$ cat src/rtl/cpu_sequencer.sv
// cpu_sequencer: multi-cycle fetch/decode/execute/mem/writeback control FSM.
// Optional single-step mode (step port, PAUSE state) under `SEQ_SINGLE_STEP_EN.
module cpu_sequencer #(
    parameter int PC_WIDTH    = 8,
    parameter int MEM_TIMEOUT = 15
) (
    input  logic                clk,
    input  logic                rst_n,
    input  logic                start,
`ifdef SEQ_SINGLE_STEP_EN
    input  logic                step,
`endif
    output logic [PC_WIDTH-1:0] pc,
    output logic                imem_req,
    input  logic                imem_ack,
    input  logic [31:0]         imem_rdata,
    output logic [31:0]         ir,
    input  logic                dec_regwrite,
    input  logic                dec_memaccess,
    input  logic                dec_memwrite,
    output logic                dmem_req,
    output logic                dmem_we,
    input  logic                dmem_ack,
    output logic                rf_we,
    output logic                busy,
    output logic                retired,
    output logic [15:0]         instr_count,
    output logic                fault
);

    typedef enum logic [3:0] {
        S_IDLE,
        S_FETCH,
        S_DECODE,
        S_EXEC,
        S_MEM,
        S_WB,
        S_HALTED,
        S_FAULT
`ifdef SEQ_SINGLE_STEP_EN
        , S_PAUSE
`endif
    } state_t;

    // Last wait-counter value before a missing ack becomes a fault.
    localparam logic [7:0] WAIT_LAST = 8'(MEM_TIMEOUT - 1);

    state_t              state_q, state_d;
    logic [PC_WIDTH-1:0] pc_q, pc_d;
    logic [31:0]         ir_q, ir_d;
    logic [15:0]         cnt_q, cnt_d;
    logic [7:0]          wait_q, wait_d;
    logic                retire_q, retire_d;
    logic                regwr_q, regwr_d;
    logic                memwr_q, memwr_d;
    logic                do_retire;

    // State and datapath registers; reset aborts any handshake at once.
    always_ff @(posedge clk or negedge rst_n) begin
        if (!rst_n) begin
            state_q  <= S_IDLE;
            pc_q     <= '0;
            ir_q     <= '0;
            cnt_q    <= '0;
            wait_q   <= '0;
            retire_q <= 1'b0;
            regwr_q  <= 1'b0;
            memwr_q  <= 1'b0;
        end else begin
            state_q  <= state_d;
            pc_q     <= pc_d;
            ir_q     <= ir_d;
            cnt_q    <= cnt_d;
            wait_q   <= wait_d;
            retire_q <= retire_d;
            regwr_q  <= regwr_d;
            memwr_q  <= memwr_d;
        end
    end

    // Next-state logic; decoder flags are latched in EXEC so MEM/WB stay stable.
    always_comb begin
        state_d   = state_q;
        pc_d      = pc_q;
        ir_d      = ir_q;
        cnt_d     = cnt_q;
        wait_d    = wait_q;
        regwr_d   = regwr_q;
        memwr_d   = memwr_q;
        retire_d  = 1'b0;
        do_retire = 1'b0;

        case (state_q)
            S_IDLE, S_HALTED: begin
                if (start) begin
                    pc_d    = '0;
                    wait_d  = '0;
                    state_d = S_FETCH;
                end
            end
`ifdef SEQ_SINGLE_STEP_EN
            S_PAUSE: begin
                if (start) begin
                    pc_d    = '0;
                    wait_d  = '0;
                    state_d = S_FETCH;
                end else if (step) begin
                    wait_d  = '0;
                    state_d = S_FETCH;
                end
            end
`endif
            S_FETCH: begin
                if (imem_ack) begin
                    ir_d    = imem_rdata;
                    state_d = S_DECODE;
                end else if (wait_q == WAIT_LAST) begin
                    state_d = S_FAULT;
                end else begin
                    wait_d = wait_q + 8'd1;
                end
            end
            S_DECODE: begin
                if (ir_q == 32'h0) begin
                    state_d = S_HALTED;
                end else begin
                    state_d = S_EXEC;
                end
            end
            S_EXEC: begin
                regwr_d = dec_regwrite;
                memwr_d = dec_memwrite;
                if (dec_memaccess) begin
                    wait_d  = '0;
                    state_d = S_MEM;
                end else begin
                    state_d = S_WB;
                end
            end
            S_MEM: begin
                if (dmem_ack) begin
                    if (memwr_q) begin
                        do_retire = 1'b1;
                    end else begin
                        state_d = S_WB;
                    end
                end else if (wait_q == WAIT_LAST) begin
                    state_d = S_FAULT;
                end else begin
                    wait_d = wait_q + 8'd1;
                end
            end
            S_WB: begin
                do_retire = 1'b1;
            end
            S_FAULT: begin
                state_d = S_FAULT;
            end
            default: begin
                state_d = S_IDLE;
            end
        endcase

        if (do_retire) begin
            retire_d = 1'b1;
            pc_d     = pc_q + PC_WIDTH'(1);
            wait_d   = '0;
            if (cnt_q != 16'hFFFF) begin
                cnt_d = cnt_q + 16'd1;
            end
`ifdef SEQ_SINGLE_STEP_EN
            state_d = S_PAUSE;
`else
            state_d = S_FETCH;
`endif
        end
    end

    // Outputs decoded from state or taken straight from registers.
    always_comb begin
        imem_req    = (state_q == S_FETCH);
        dmem_req    = (state_q == S_MEM);
        dmem_we     = (state_q == S_MEM) && memwr_q;
        rf_we       = (state_q == S_WB) && regwr_q;
        busy        = (state_q == S_FETCH) || (state_q == S_DECODE) ||
                      (state_q == S_EXEC) || (state_q == S_MEM) ||
                      (state_q == S_WB);
        fault       = (state_q == S_FAULT);
        retired     = retire_q;
        pc          = pc_q;
        ir          = ir_q;
        instr_count = cnt_q;
    end

endmodule

$ cat config.mk
export PLATFORM = sky130hd
export DESIGN_NAME = cpu_sequencer
export DESIGN_NICKNAME = d
export VERILOG_FILES = /design/src/rtl/cpu_sequencer.sv
export SDC_FILE = /design/constraint.sdc
export NUM_CORES = 1
export LEC_CHECK = 0
export ABC_AREA = 1
export ABC_CLOCK_PERIOD_IN_PS = 1600
export CAP_MARGIN = 25
export CORE_MARGIN = 1.5
export CORE_UTILIZATION = 35
export DETAILED_ROUTE_END_ITERATION = 8
export DONT_BUFFER_PORTS = 1
export HOLD_SLACK_MARGIN = 0.15
export PLACE_DENSITY_LB_ADDON = 0.12
export SLEW_MARGIN = 0
export SYNTH_ARGS = -nofsm -noshare
export SYNTH_HDL_FRONTEND = slang
export SYNTH_SLANG_ARGS = --single-unit
$ cat constraint.sdc
create_clock -name clk -period 1.6 [get_ports clk]
set_input_delay 0.08 -clock clk [delete_from_list [all_inputs] [get_ports clk]]
set_output_delay 0.08 -clock clk [all_outputs]
set_load 0.02 [all_outputs]
==> flow_metrics.tcl <==
set metrics [dict create \
    max-slew-margin-rel_pct 66.1 \
    core_um2 10300 \
    synth_adder_area_share_pct 1.36 \
    synth_area_leaders "dfrtp_1, nand2_1, nor2_1, mux2_1, nand3_1" \
    rows 37 \
    gp_congestion 0.802 \
    slowest_stage "dfrtp_1" \
    rr_worst_depth 8 \
    grt-busiest-layer "met2" \
    crit_fanout 7 \
    fin_crit_ns 1.60 \
    cts_hold_buffers 37 \
    root_buffer "clkbuf_8" \
    period_share_pct 99.9 \
    die-area_um2 11100 \
    grt_overflow_total 0 \
    mostFrequentLayoutCell "nand2_1" \
    h-tree-depth 3 \
    cap_viol_max_count 0 \
    worst_pin_slew_ns 0.507 \
    cts_tree "built" \
    mostFrequentLayoutCells "nand2_1, buf_4, dfrtp_1, nor2_1, dlygate4sd3_1" \
    drive_gt1_share_pct 31.0 \
    ys_seq_area_share_pct 48.3 \
    holdWs_ns -0.585 \
    initial_core_util_pct 35.8 \
    wirelength_mm 9.83 \
    clock_skew_ns 0.0102 \
    antenna_cells 0 \
    setup_viol 0 \
    cp.depth 8 \
    start_kind "flop" \
    grt_max_degree 72 \
    synth-async-reset-ratio_pct 100 \
    antenna_found_initial 0 \
    rsz0062_at_grt "yes" \
    pin_count 103 \
    synth_top_family_by_area "simple AND/OR/NAND/NOR gates" \
    synth_compound_area_share_pct 2.89 \
    port_buffers 0 \
    drtAntennaViolNets 0 \
    yosysTopAreaCellShare_pct 48.3 \
    ys_types 28 \
    syn-num-nets 463 \
    synth-seq-cells 71 \
    dr.pass1.iters 4 \
    worst_ep_required_time_ns 1.82 \
    ys_warn_count 0 \
    hp-class "primary input to async pin" \
    muxShareOfSynthArea_pct 9.86 \
    mappedNetlistArea_um2 3680 \
    vias 3207 \
    yosysTopAreaCell "dfrtp_1" \
    drc_errors 0 \
    worstPathArrival_ns 1.82 \
    cts_made_buffers 9 \
    p_leak_nw 2.64 \
    dp_hpwl_mm 6.49 \
    status "finished, violations left" \
    grt_pass1_wl_mm 15.4 \
    slowest_delay_ns 0.36 \
    gr-usage-met2_pct 30.4 \
    via_per_inst 4.59 \
    final_core_util_pct 51.7 \
    violations "hold timing" \
    critPathBufInv 1 \
    area_growth_pct 44.3 \
    drt_iter0_drc 79 \
    use_met3_pct 3.34 \
    insertion_delay_ns 0.35 \
    fmax_mhz 626 \
    path_clk_slew_ns 0.08 \
    clock-sinks 71 \
    slew_violations 0 \
    chipWidth_um 106 \
    p_per_area_nw_per_um2 1410 \
    hold_violations 71 \
    cts_buffer_depth 2 \
    path_class "flop to flop" \
    grt_usage_pct 17.4 \
    n_fill_cell 993 \
    ir_worst_vdd_uv 710 \
    synth_flop_cell "dfrtp_1" \
    tns_ns 0 \
    met1_usage_pct 21.4 \
    die_h_um 106 \
    r2r_setup_slack_ns 0.002 \
    grt_pass1_vias 3246 \
    endpoint_kind "flop" \
    synth-edff-count 0 \
    syn_area_per_cell_um2 8.79 \
    crit_family "simple AND/OR/NAND/NOR gates" \
    synthCells 419 \
    nNetsFinal 601 \
    synthSimpleGateAreaFrac_pct 27.3 \
    worstPathCellList "ha_2 -> nand3_4 -> nor3_4 -> nand3_2 -> nand2_4 -> buf_4 -> nor2_1 -> xor2_1" \
    synth_xor_area_share_pct 4.28 \
    routedWlPerCell_um 14.1 \
]
==> metrics by stage <==
step | total power [mW] | cell area (µm²) | setup WS, ns | hold slack [ns] | instances
floorplan | 4.60 | 3680 | 0.000884 | -0.216 | 419
finish | 7.50 | 5310 | 0.00197 | -0.585 | 698
global placement | 5.73 | 4360 | -0.00796 | -0.214 | 623
global route | 7.99 | 5310 | -0.0988 | -0.614 | 698
detailed placement | 5.76 | 4360 | -0.0689 | -0.214 | 623
CTS | 7.25 | 4970 | -0.00687 | -0.606 | 680
==> worst reg2reg max path, stage by stage (launching register included) <==
cell and delay, ns:
dfrtp_1 0.36, ha_2 0.21, nand3_4 0.09, nor3_4 0.21, nand3_2 0.13, nand2_4 0.15
buf_4 0.13, nor2_1 0.05, xor2_1 0.14
==> power by group <==
| group | internal (mW) | leakage, nW | switching (mW) | total (mW) |
|---|---|---|---|---|
| Clock | 0.571 | 0.0829 | 0.726 | 1.30 |
| Combinational | 1.60 | 1.67 | 1.80 | 3.41 |
| Sequential | 2.35 | 0.888 | 0.453 | 2.80 |
==> final cells by class <==
cell class	instances	area, µm²	area share, %
Clock buffer	10	128	2.40
Clock inverter	6	46.3	0.871
Timing Repair Buffer	132	1180	22.1
Multi-Input combinational cell	301	1840	34.7
Tap cell	136	170	3.20
Inverter	42	168	3.16
Sequential cell	71	1780	33.5
==> final timing paths <==
path | start | to
hold / removal | rst_n | ir[17]
setup / recovery | instr_count[1] | instr_count[4]
setup reg to reg | instr_count[1] | instr_count[4]
hold reg to reg | ir[6] | ir[6]
max in group asynchronous | rst_n | state_q[1]
min in group clk | dec_memaccess | state_q[0]
==> cells in the mapped netlist, types with 6 or more instances <==
cell,instances
mux2_4,10
nor3_1,10
nor2_1,55
xor2_1,16
nand2_1,110
a21oi_1,6
dfrtp_1,71
inv_1,33
inv_2,9
nand3_1,31
mux2_1,18
==> cells by family (layout without fill, tap and decap cells) <==
family	after synthesis	in the layout
XOR/XNOR	18	18
adder cells (fa/ha/maj)	4	4
other	1	1
flip-flops	71	71
AND/OR/NAND/NOR	229	230
AO/OA/AOI/OAI	19	19
multiplexers	29	29
buffers and inverters	48	190
==> timing repair <==
action	4_1_cts	5_1_grt
setup buffers	4	12
setup endpoints to repair	18	58
resized for setup	9	47
endpoints found under the hold margin	120	71
pin swaps	2	14
cloned	0	6
==> layer usage <==
layer / part of all wire [%] / vias up
li1: - / 1609
met1: 44 / 1521
met2: 50 / 63
met3: 3.5 / 14
met4: 1.6 / 0
met5: 0 / -
==> sequential cells by signal (all words and copies together) (netlist names) <==
register and cells:
instr_count 16, ir 32, memwr_q 1, pc 8
regwr_q 1, retired 1, state_q 4, wait_q 8
Note: power is estimated with default switching activity, not from simulation.
